## config.mk

```make
export PLATFORM = sky130hd
export DESIGN_NAME = alu_issue_stage_flat
export DESIGN_NICKNAME = d
export VERILOG_FILES = /design/src/rtl/alu_issue_stage_if.sv /design/src/rtl/alu_issue_stage.sv /design/src/flat_wrapper.sv
export SDC_FILE = /design/constraint.sdc
export NUM_CORES = 1
export LEC_CHECK = 0
export BUFFER_PORTS_ARGS = -buffer_cell sky130_fd_sc_hd__buf_2
export CORE_UTILIZATION = 45
export DETAILED_ROUTE_END_ITERATION = 16
export PLACE_DENSITY = 0.72
export SLEW_MARGIN = 20
export SYNTH_ARGS = -nofsm -noshare
export SYNTH_HDL_FRONTEND = slang
export SYNTH_SLANG_ARGS = --single-unit
```

## constraint.sdc

```tcl
create_clock -name clk -period 1.55 [get_ports clk]
set_input_delay 0.31 -clock clk [delete_from_list [all_inputs] [get_ports clk]]
set_output_delay 0.31 -clock clk [all_outputs]
set_load 0.01 [all_outputs]
```

## src/rtl/alu_issue_stage_if.sv

```systemverilog
// Bundle of the ID->EX handshake, the EX<->ALU operand/result bus and the
// EX->MS result bus. The issue stage uses the slave view; the surrounding
// pipeline (decode, ALU, memory stage) uses the master view.
interface alu_issue_stage_if;

    // Decode -> issue stage
    logic        ds_to_es_valid;
    logic        es_allowin;
    logic [31:0] ds_pc;
    logic [31:0] ds_rs_value;
    logic [31:0] ds_rt_value;
    logic [15:0] ds_imm;
    logic [4:0]  ds_sa;
    logic [1:0]  ds_src0_sel;
    logic [1:0]  ds_src1_sel;
    logic [11:0] ds_aluop;
    logic        ds_ov_en;
    logic [4:0]  ds_dest;
    logic        ds_gr_we;

    // Issue stage <-> ALU
    logic [31:0] alu_scr0;
    logic [31:0] alu_scr1;
    logic [11:0] alu_aluop;
    logic [31:0] alu_result;
    logic        alu_overflow;

    // Issue stage -> memory stage
    logic        ms_allowin;
    logic        es_to_ms_valid;
    logic [31:0] es_result;
    logic [4:0]  es_dest;
    logic        es_gr_we;
    logic        es_ex;
    logic [4:0]  es_excode;
    logic [31:0] es_pc;

    modport slave (
        input  ds_to_es_valid, ds_pc, ds_rs_value, ds_rt_value, ds_imm, ds_sa,
               ds_src0_sel, ds_src1_sel, ds_aluop, ds_ov_en, ds_dest, ds_gr_we,
               alu_result, alu_overflow, ms_allowin,
        output es_allowin, alu_scr0, alu_scr1, alu_aluop,
               es_to_ms_valid, es_result, es_dest, es_gr_we, es_ex, es_excode, es_pc
    );

    modport master (
        output ds_to_es_valid, ds_pc, ds_rs_value, ds_rt_value, ds_imm, ds_sa,
               ds_src0_sel, ds_src1_sel, ds_aluop, ds_ov_en, ds_dest, ds_gr_we,
               alu_result, alu_overflow, ms_allowin,
        input  es_allowin, alu_scr0, alu_scr1, alu_aluop,
               es_to_ms_valid, es_result, es_dest, es_gr_we, es_ex, es_excode, es_pc
    );

endinterface

```

## src/rtl/alu_issue_stage.sv

```systemverilog
// ID->EX pipeline stage: holds one decoded instruction, selects the ALU
// operands, and forwards the ALU result to the memory stage with the GPR
// write enable qualified by the overflow exception.
module alu_issue_stage #(
    parameter logic [4:0] NONE_EXC_CODE = 5'h00,
    parameter logic [4:0] OV_EXC_CODE   = 5'h0c
) (
    input  logic             clk,
    input  logic             reset,
    input  logic             flush,
    alu_issue_stage_if.slave bus
);

    typedef struct packed {
        logic [31:0] pc;
        logic [31:0] rs;
        logic [31:0] rt;
        logic [15:0] imm;
        logic [4:0]  sa;
        logic [1:0]  src0_sel;
        logic [1:0]  src1_sel;
        logic [11:0] aluop;
        logic        ov_en;
        logic [4:0]  dest;
        logic        gr_we;
    } payload_t;

    logic     es_valid_q, es_valid_d;
    payload_t payload_q, payload_d;
    payload_t payload_in;

    logic        es_ready_go;
    logic        es_allowin;
    logic        es_ex;
    logic        es_gr_we;
    logic [31:0] src0;
    logic [31:0] src1;

    // Single-cycle ALU: the stage can always hand off once it holds a result.
    assign es_ready_go = 1'b1;

    // Gather the decode-stage offer into one payload word.
    always_comb begin
        payload_in.pc       = bus.ds_pc;
        payload_in.rs       = bus.ds_rs_value;
        payload_in.rt       = bus.ds_rt_value;
        payload_in.imm      = bus.ds_imm;
        payload_in.sa       = bus.ds_sa;
        payload_in.src0_sel = bus.ds_src0_sel;
        payload_in.src1_sel = bus.ds_src1_sel;
        payload_in.aluop    = bus.ds_aluop;
        payload_in.ov_en    = bus.ds_ov_en;
        payload_in.dest     = bus.ds_dest;
        payload_in.gr_we    = bus.ds_gr_we;
    end

    // Handshake: accept when empty or when the held result leaves this cycle.
    always_comb begin
        es_allowin         = !es_valid_q || (es_ready_go && bus.ms_allowin);
        bus.es_allowin     = es_allowin;
        bus.es_to_ms_valid = es_valid_q && es_ready_go && !flush;
    end

    // Next state: flush kills both the held and any incoming instruction.
    always_comb begin
        es_valid_d = es_valid_q;
        payload_d  = payload_q;
        if (flush) begin
            es_valid_d = 1'b0;
        end else if (es_allowin) begin
            es_valid_d = bus.ds_to_es_valid;
            if (bus.ds_to_es_valid) begin
                payload_d = payload_in;
            end
        end
    end

    // Stage registers with synchronous reset.
    always_ff @(posedge clk) begin
        if (reset) begin
            es_valid_q <= 1'b0;
            payload_q  <= '0;
        end else begin
            es_valid_q <= es_valid_d;
            payload_q  <= payload_d;
        end
    end

    // Operand 0 select; encoding 3 is unused and yields zero.
    always_comb begin
        case (payload_q.src0_sel)
            2'd0:    src0 = payload_q.rs;
            2'd1:    src0 = {27'b0, payload_q.sa};
            2'd2:    src0 = payload_q.pc;
            default: src0 = 32'd0;
        endcase
    end

    // Operand 1 select; encoding 3 is the link offset of 8.
    always_comb begin
        case (payload_q.src1_sel)
            2'd0:    src1 = payload_q.rt;
            2'd1:    src1 = {{16{payload_q.imm[15]}}, payload_q.imm};
            2'd2:    src1 = {16'b0, payload_q.imm};
            default: src1 = 32'd8;
        endcase
    end

    // ALU drive; opcode is gated so an empty stage never requests work.
    always_comb begin
        bus.alu_scr0  = src0;
        bus.alu_scr1  = src1;
        bus.alu_aluop = es_valid_q ? payload_q.aluop : 12'b0;
    end

    // Result forwarding; an overflow trap suppresses the GPR write so that
    // decode sees no pending destination for the faulting instruction.
    always_comb begin
        es_ex         = es_valid_q && payload_q.ov_en && bus.alu_overflow;
        es_gr_we      = es_valid_q && payload_q.gr_we && !es_ex;
        bus.es_ex     = es_ex;
        bus.es_excode = es_ex ? OV_EXC_CODE : NONE_EXC_CODE;
        bus.es_gr_we  = es_gr_we;
        bus.es_dest   = es_gr_we ? payload_q.dest : 5'd0;
        bus.es_result = bus.alu_result;
        bus.es_pc     = payload_q.pc;
    end

endmodule

```

## src/flat_wrapper.sv

```systemverilog
// flat-port wrapper written by rule: the top's interface ports become plain ports
module alu_issue_stage_flat 
#(
    parameter logic [4:0] NONE_EXC_CODE = 5'h00,
    parameter logic [4:0] OV_EXC_CODE   = 5'h0c
)
  (clk, reset, flush, bus_ds_to_es_valid, bus_ds_pc, bus_ds_rs_value, bus_ds_rt_value, bus_ds_imm, bus_ds_sa, bus_ds_src0_sel, bus_ds_src1_sel, bus_ds_aluop, bus_ds_ov_en, bus_ds_dest, bus_ds_gr_we, bus_alu_result, bus_alu_overflow, bus_ms_allowin, bus_es_allowin, bus_alu_scr0, bus_alu_scr1, bus_alu_aluop, bus_es_to_ms_valid, bus_es_result, bus_es_dest, bus_es_gr_we, bus_es_ex, bus_es_excode, bus_es_pc);
  alu_issue_stage_if bus_i ();
  input  logic clk;
  input  logic reset;
  input  logic flush;
  input wire logic [$bits(bus_i.ds_to_es_valid)-1:0] bus_ds_to_es_valid;
  input wire logic [$bits(bus_i.ds_pc)-1:0] bus_ds_pc;
  input wire logic [$bits(bus_i.ds_rs_value)-1:0] bus_ds_rs_value;
  input wire logic [$bits(bus_i.ds_rt_value)-1:0] bus_ds_rt_value;
  input wire logic [$bits(bus_i.ds_imm)-1:0] bus_ds_imm;
  input wire logic [$bits(bus_i.ds_sa)-1:0] bus_ds_sa;
  input wire logic [$bits(bus_i.ds_src0_sel)-1:0] bus_ds_src0_sel;
  input wire logic [$bits(bus_i.ds_src1_sel)-1:0] bus_ds_src1_sel;
  input wire logic [$bits(bus_i.ds_aluop)-1:0] bus_ds_aluop;
  input wire logic [$bits(bus_i.ds_ov_en)-1:0] bus_ds_ov_en;
  input wire logic [$bits(bus_i.ds_dest)-1:0] bus_ds_dest;
  input wire logic [$bits(bus_i.ds_gr_we)-1:0] bus_ds_gr_we;
  input wire logic [$bits(bus_i.alu_result)-1:0] bus_alu_result;
  input wire logic [$bits(bus_i.alu_overflow)-1:0] bus_alu_overflow;
  input wire logic [$bits(bus_i.ms_allowin)-1:0] bus_ms_allowin;
  output wire logic [$bits(bus_i.es_allowin)-1:0] bus_es_allowin;
  output wire logic [$bits(bus_i.alu_scr0)-1:0] bus_alu_scr0;
  output wire logic [$bits(bus_i.alu_scr1)-1:0] bus_alu_scr1;
  output wire logic [$bits(bus_i.alu_aluop)-1:0] bus_alu_aluop;
  output wire logic [$bits(bus_i.es_to_ms_valid)-1:0] bus_es_to_ms_valid;
  output wire logic [$bits(bus_i.es_result)-1:0] bus_es_result;
  output wire logic [$bits(bus_i.es_dest)-1:0] bus_es_dest;
  output wire logic [$bits(bus_i.es_gr_we)-1:0] bus_es_gr_we;
  output wire logic [$bits(bus_i.es_ex)-1:0] bus_es_ex;
  output wire logic [$bits(bus_i.es_excode)-1:0] bus_es_excode;
  output wire logic [$bits(bus_i.es_pc)-1:0] bus_es_pc;
  assign bus_i.ds_to_es_valid = bus_ds_to_es_valid;
  assign bus_i.ds_pc = bus_ds_pc;
  assign bus_i.ds_rs_value = bus_ds_rs_value;
  assign bus_i.ds_rt_value = bus_ds_rt_value;
  assign bus_i.ds_imm = bus_ds_imm;
  assign bus_i.ds_sa = bus_ds_sa;
  assign bus_i.ds_src0_sel = bus_ds_src0_sel;
  assign bus_i.ds_src1_sel = bus_ds_src1_sel;
  assign bus_i.ds_aluop = bus_ds_aluop;
  assign bus_i.ds_ov_en = bus_ds_ov_en;
  assign bus_i.ds_dest = bus_ds_dest;
  assign bus_i.ds_gr_we = bus_ds_gr_we;
  assign bus_i.alu_result = bus_alu_result;
  assign bus_i.alu_overflow = bus_alu_overflow;
  assign bus_i.ms_allowin = bus_ms_allowin;
  assign bus_es_allowin = bus_i.es_allowin;
  assign bus_alu_scr0 = bus_i.alu_scr0;
  assign bus_alu_scr1 = bus_i.alu_scr1;
  assign bus_alu_aluop = bus_i.alu_aluop;
  assign bus_es_to_ms_valid = bus_i.es_to_ms_valid;
  assign bus_es_result = bus_i.es_result;
  assign bus_es_dest = bus_i.es_dest;
  assign bus_es_gr_we = bus_i.es_gr_we;
  assign bus_es_ex = bus_i.es_ex;
  assign bus_es_excode = bus_i.es_excode;
  assign bus_es_pc = bus_i.es_pc;
  alu_issue_stage #(.NONE_EXC_CODE(NONE_EXC_CODE), .OV_EXC_CODE(OV_EXC_CODE)) u_core (.clk(clk), .reset(reset), .flush(flush), .bus(bus_i));
endmodule
```

==> results.md <==
Synth:
- The top cell type by area accounts for between 30 and 40% of the synthesized area.
- By count the netlist is led by sky130_fd_sc_hd__nand2b_1, sky130_fd_sc_hd__mux2i_1, sky130_fd_sc_hd__dfxtp_1.
- Among all cell types in the netlist, the one instantiated most often is sky130_fd_sc_hd__nand2b_1.
- The synthesized design contains 0 enable-type register cells.
- The synthesized design spends more area on one cell type than any other, namely sky130_fd_sc_hd__dfxtp_1.
- For this run, asynchronously set or reset flops after synthesis account for 0%.
- Yosys attributes the largest share of cell area to sky130_fd_sc_hd__dfxtp_1, sky130_fd_sc_hd__mux2i_1, sky130_fd_sc_hd__nand2b_1.
- The number of instances in the synthesized netlist is 858.
- During synthesis, Yosys emitted a total of 0 warnings.
- The dominant synthesized flop cell is sky130_fd_sc_hd__dfxtp_1.
- The number of different library cells used by synthesis comes to 26.
- The flop and latch count out of synthesis is between 100 and 150.
- The register area share after synthesis is 35.4%.
- The combined area of all synthesized cells is 7980 um2.
- Averaged over all synthesized cells, the footprint is slightly above 9 um2.

STA:
- Derived from the worst setup path, the maximum achievable clock frequency is roughly 560 MHz.
- The number of hold violations in the final report was 0.
- After layout, the worst path uses 115% of the clock period.
- The final number of setup-violating endpoints is 69.
- The worst path setup slack after routing is -226 ps.
- The total negative setup slack is -11760 ps.
- The final setup skew is 6.92 ps.
- Setup repair after global routing could not meet its margin everywhere.
- For the finished layout, the period the worst path requires is approximately 1800 ps.
- The number of max-slew violations in the final report was 0.

Clock network:
- For this design, the sink count on the clock tree is roughly 140.
- The CTS buffer count is 17.
- The number of buffers added to fix hold violations after cts is 0.
- TritonCTS built the clock tree.
- The worst-case clock buffer depth is 2.
- The clock latency on the worst-skew pair is roughly 410 ps.
- The number of levels in the clock H-tree is 4.
- The clock-pin slew on the worst setup and hold paths is 60 ps.
- CTS placed an instance of sky130_fd_sc_hd__clkbuf_16 at the clock tree root.

Global route:
- The first global-routing pass estimated 28500 um of wire.
- The number of antenna violations at the first check in global routing is 1.
- The pin count of the biggest net entering global routing is 65.
- Summed over all layers, the global routing overflow is 0.
- The via count of the first global-routing pass is 5783.
- The overall fraction of global-route tracks in use is 19.9%.

Placement:
- Prior to clock tree synthesis, the placed netlist has a worst setup slack of 64.3 ps.
- The final weighted congestion of routability-driven global placement is 0.834.
- After detailed placement, the total cell area comes to 9060 um2.
- The wire-length estimate of the detail-placed layout is 12900 um.
- The count of input and output buffers is 264.

Final layout:
- The summed area of non-filler cells in the final layout is approximately 10000 um2.
- Compared with the post-synthesis result, the final layout area differs by 25.9%.
- The count of nets after finishing is 1233.
- The post-route netlist has 34.1% of its cells at a drive strength greater than 1.
- The count of fill cells added during filler insertion is 1502.
- The final standard cell utilization of the core is between 50% and 60%.

Worst hold path:
- The worst hold path class is input port to flop.
- The worst hold path begins at flush.

Floorplan:
- The die is about 140 um tall.
- Once the floorplan was initialized, standard cells occupied 46.1% of the core.
- The die is 135 um wide.
- The core region is 17300 um2.
- The top-level I/O count is around 330.
- The die covers 18300 um2.
- The number of placement rows is 48.

Critical path:
- The most critical setup path has its startpoint at u_core.payload_q[20]$_SDFFE_PP0P_.
- At the worst endpoint, the arrival time is 1470 ps.
- Broken down by cell family, the worst path's largest delay share belongs to flip-flops.
- The largest single stage delay on the critical path is 370 ps.
- The critical path is of the flop to primary output type.
- Of all nets on the critical path, the largest fanout is 7.
- In this run the critical register-to-register path is launched from u_core.es_valid_q$_SDFFE_PP0P_.
- The setup slack of the most critical reg-to-reg path is 50 ps.
- The number of buffer and inverter stages on the critical path is 2.
- For the worst setup path, the data required time is 1240 ps.
- The worst setup path is launched from a flop.
- The cell type of the slowest stage on the worst timing path is sky130_fd_sc_hd__dfxtp_4.
- Walking the worst path, the cells encountered are nand2b_4 > nor2_4 > buf_4 > a21o_1 > buf_2.
- The worst setup path is captured at a primary output.

Detailed routing:
- The number of vias in the routed layout is 6076.
- After detailed routing, the total wire length is 18300 um.
- Dividing the detail-routed via count by the number of cells gives 4.70.
- The number of DRC markers in iteration 0 is 218.
- The first detailed-routing pass ran for 6 iterations.
- The post-route antenna net violation count is 0.
- The detail-routed net length per standard cell is 14.2 um.
- After detailed routing, the number of remaining DRC violations is 0.

Run status:
- The checks that failed: negative setup slack.
- The flow ran to the end, but the final reports show violations.

Pwr:
- The analysis attributes to cell leakage a power of 0.00455 uW.
- The maximum resistive drop on vdd is between 0.7 and 0.8 mV.
- Power spread over the standard cell area amounts to 977 nW/um2.

Job:
- Across the run, the number of max-cap violations was 0.
## placed cells by master (no fill, tap or decap), types with 15 or more instances in the layout
cell,count
sky130_fd_sc_hd__clkbuf_16,18
sky130_fd_sc_hd__nand2_1,18
sky130_fd_sc_hd__mux2i_1,183
sky130_fd_sc_hd__a21o_1,16
sky130_fd_sc_hd__buf_2,255
sky130_fd_sc_hd__buf_6,15
sky130_fd_sc_hd__nand2b_1,280
sky130_fd_sc_hd__nor2_1,28
sky130_fd_sc_hd__dfxtp_1,135
sky130_fd_sc_hd__buf_4,23
## state kept, by name, summed over array words and instances (netlist names)
signal	flops
u_core.es_valid_q	1
u_core.bus.es_pc	32
u_core.payload_q	108
## power breakdown
part           switching, uW  internal (uW)  total [uW]
Sequential               132           3810        3950
Clock                   1600           2870        4470
Combinational            638            756        1390
Total                   2370           7440        9810
## path summary, 6_finish.rpt
| path | end | cells past startpoint |
|---|---|---|
| min reg2reg | u_core.payload_q[59]$_SDFFE_PP0P_ | 2 |
| max | bus_alu_scr1[26] | 5 |
| min | u_core.es_valid_q$_SDFFE_PP0P_ | 2 |
| max reg2reg | u_core.payload_q[97]$_SDFFE_PP0P_ | 5 |
## metal layers
layer / track usage, % / wire length [um]
met1: 23.2 / 7810
met2: 33.2 / 8910
met3: 6.10 / 1200
met4: 9.11 / 416
met5: 0 / 0
## cells by family after synthesis
| family | after synthesis | synth area share (%) |
|---|---|---|
| AO/OA/AOI/OAI | 39 | 3.07 |
| XOR/XNOR | 1 | 0.110 |
| buffers and inverters | 135 | 11.6 |
| flip-flops | 141 | 35.4 |
| multiplexers | 186 | 23.3 |
| other | 1 | 0.0470 |
| AND/OR/NAND/NOR | 355 | 26.5 |
## cell type report
class,instances,area [um2],area share (%)
Antenna cell,1,2.50,0.0249
Clock buffer,19,433,4.31
Clock inverter,13,214,2.13
Inverter,3,11.3,0.112
Multi-Input combinational cell,584,4330,43.1
Sequential cell,141,2840,28.3
Tap cell,225,282,2.80
Timing Repair Buffer,308,1940,19.3
## metrics by stage
step / total power (uW) / cells / hold WS [ps]
2_1_floorplan: 4980 / 860 / 389
3_3_place_gp: 5330 / 1251 / 455
3_5_place_dp: 5350 / 1251 / 460
4_1_cts: 9910 / 1290 / 88.5
5_1_grt: 10200 / 1294 / 117
6_report: 9810 / 1294 / 123
## repair_timing
item,CTS,global route
gates resized for setup,34,28
setup endpoints to repair,82,78
gates cloned,2,3
buffers inserted,5,0
pin swaps,7,8
Note: power is estimated with default switching activity, not from simulation.
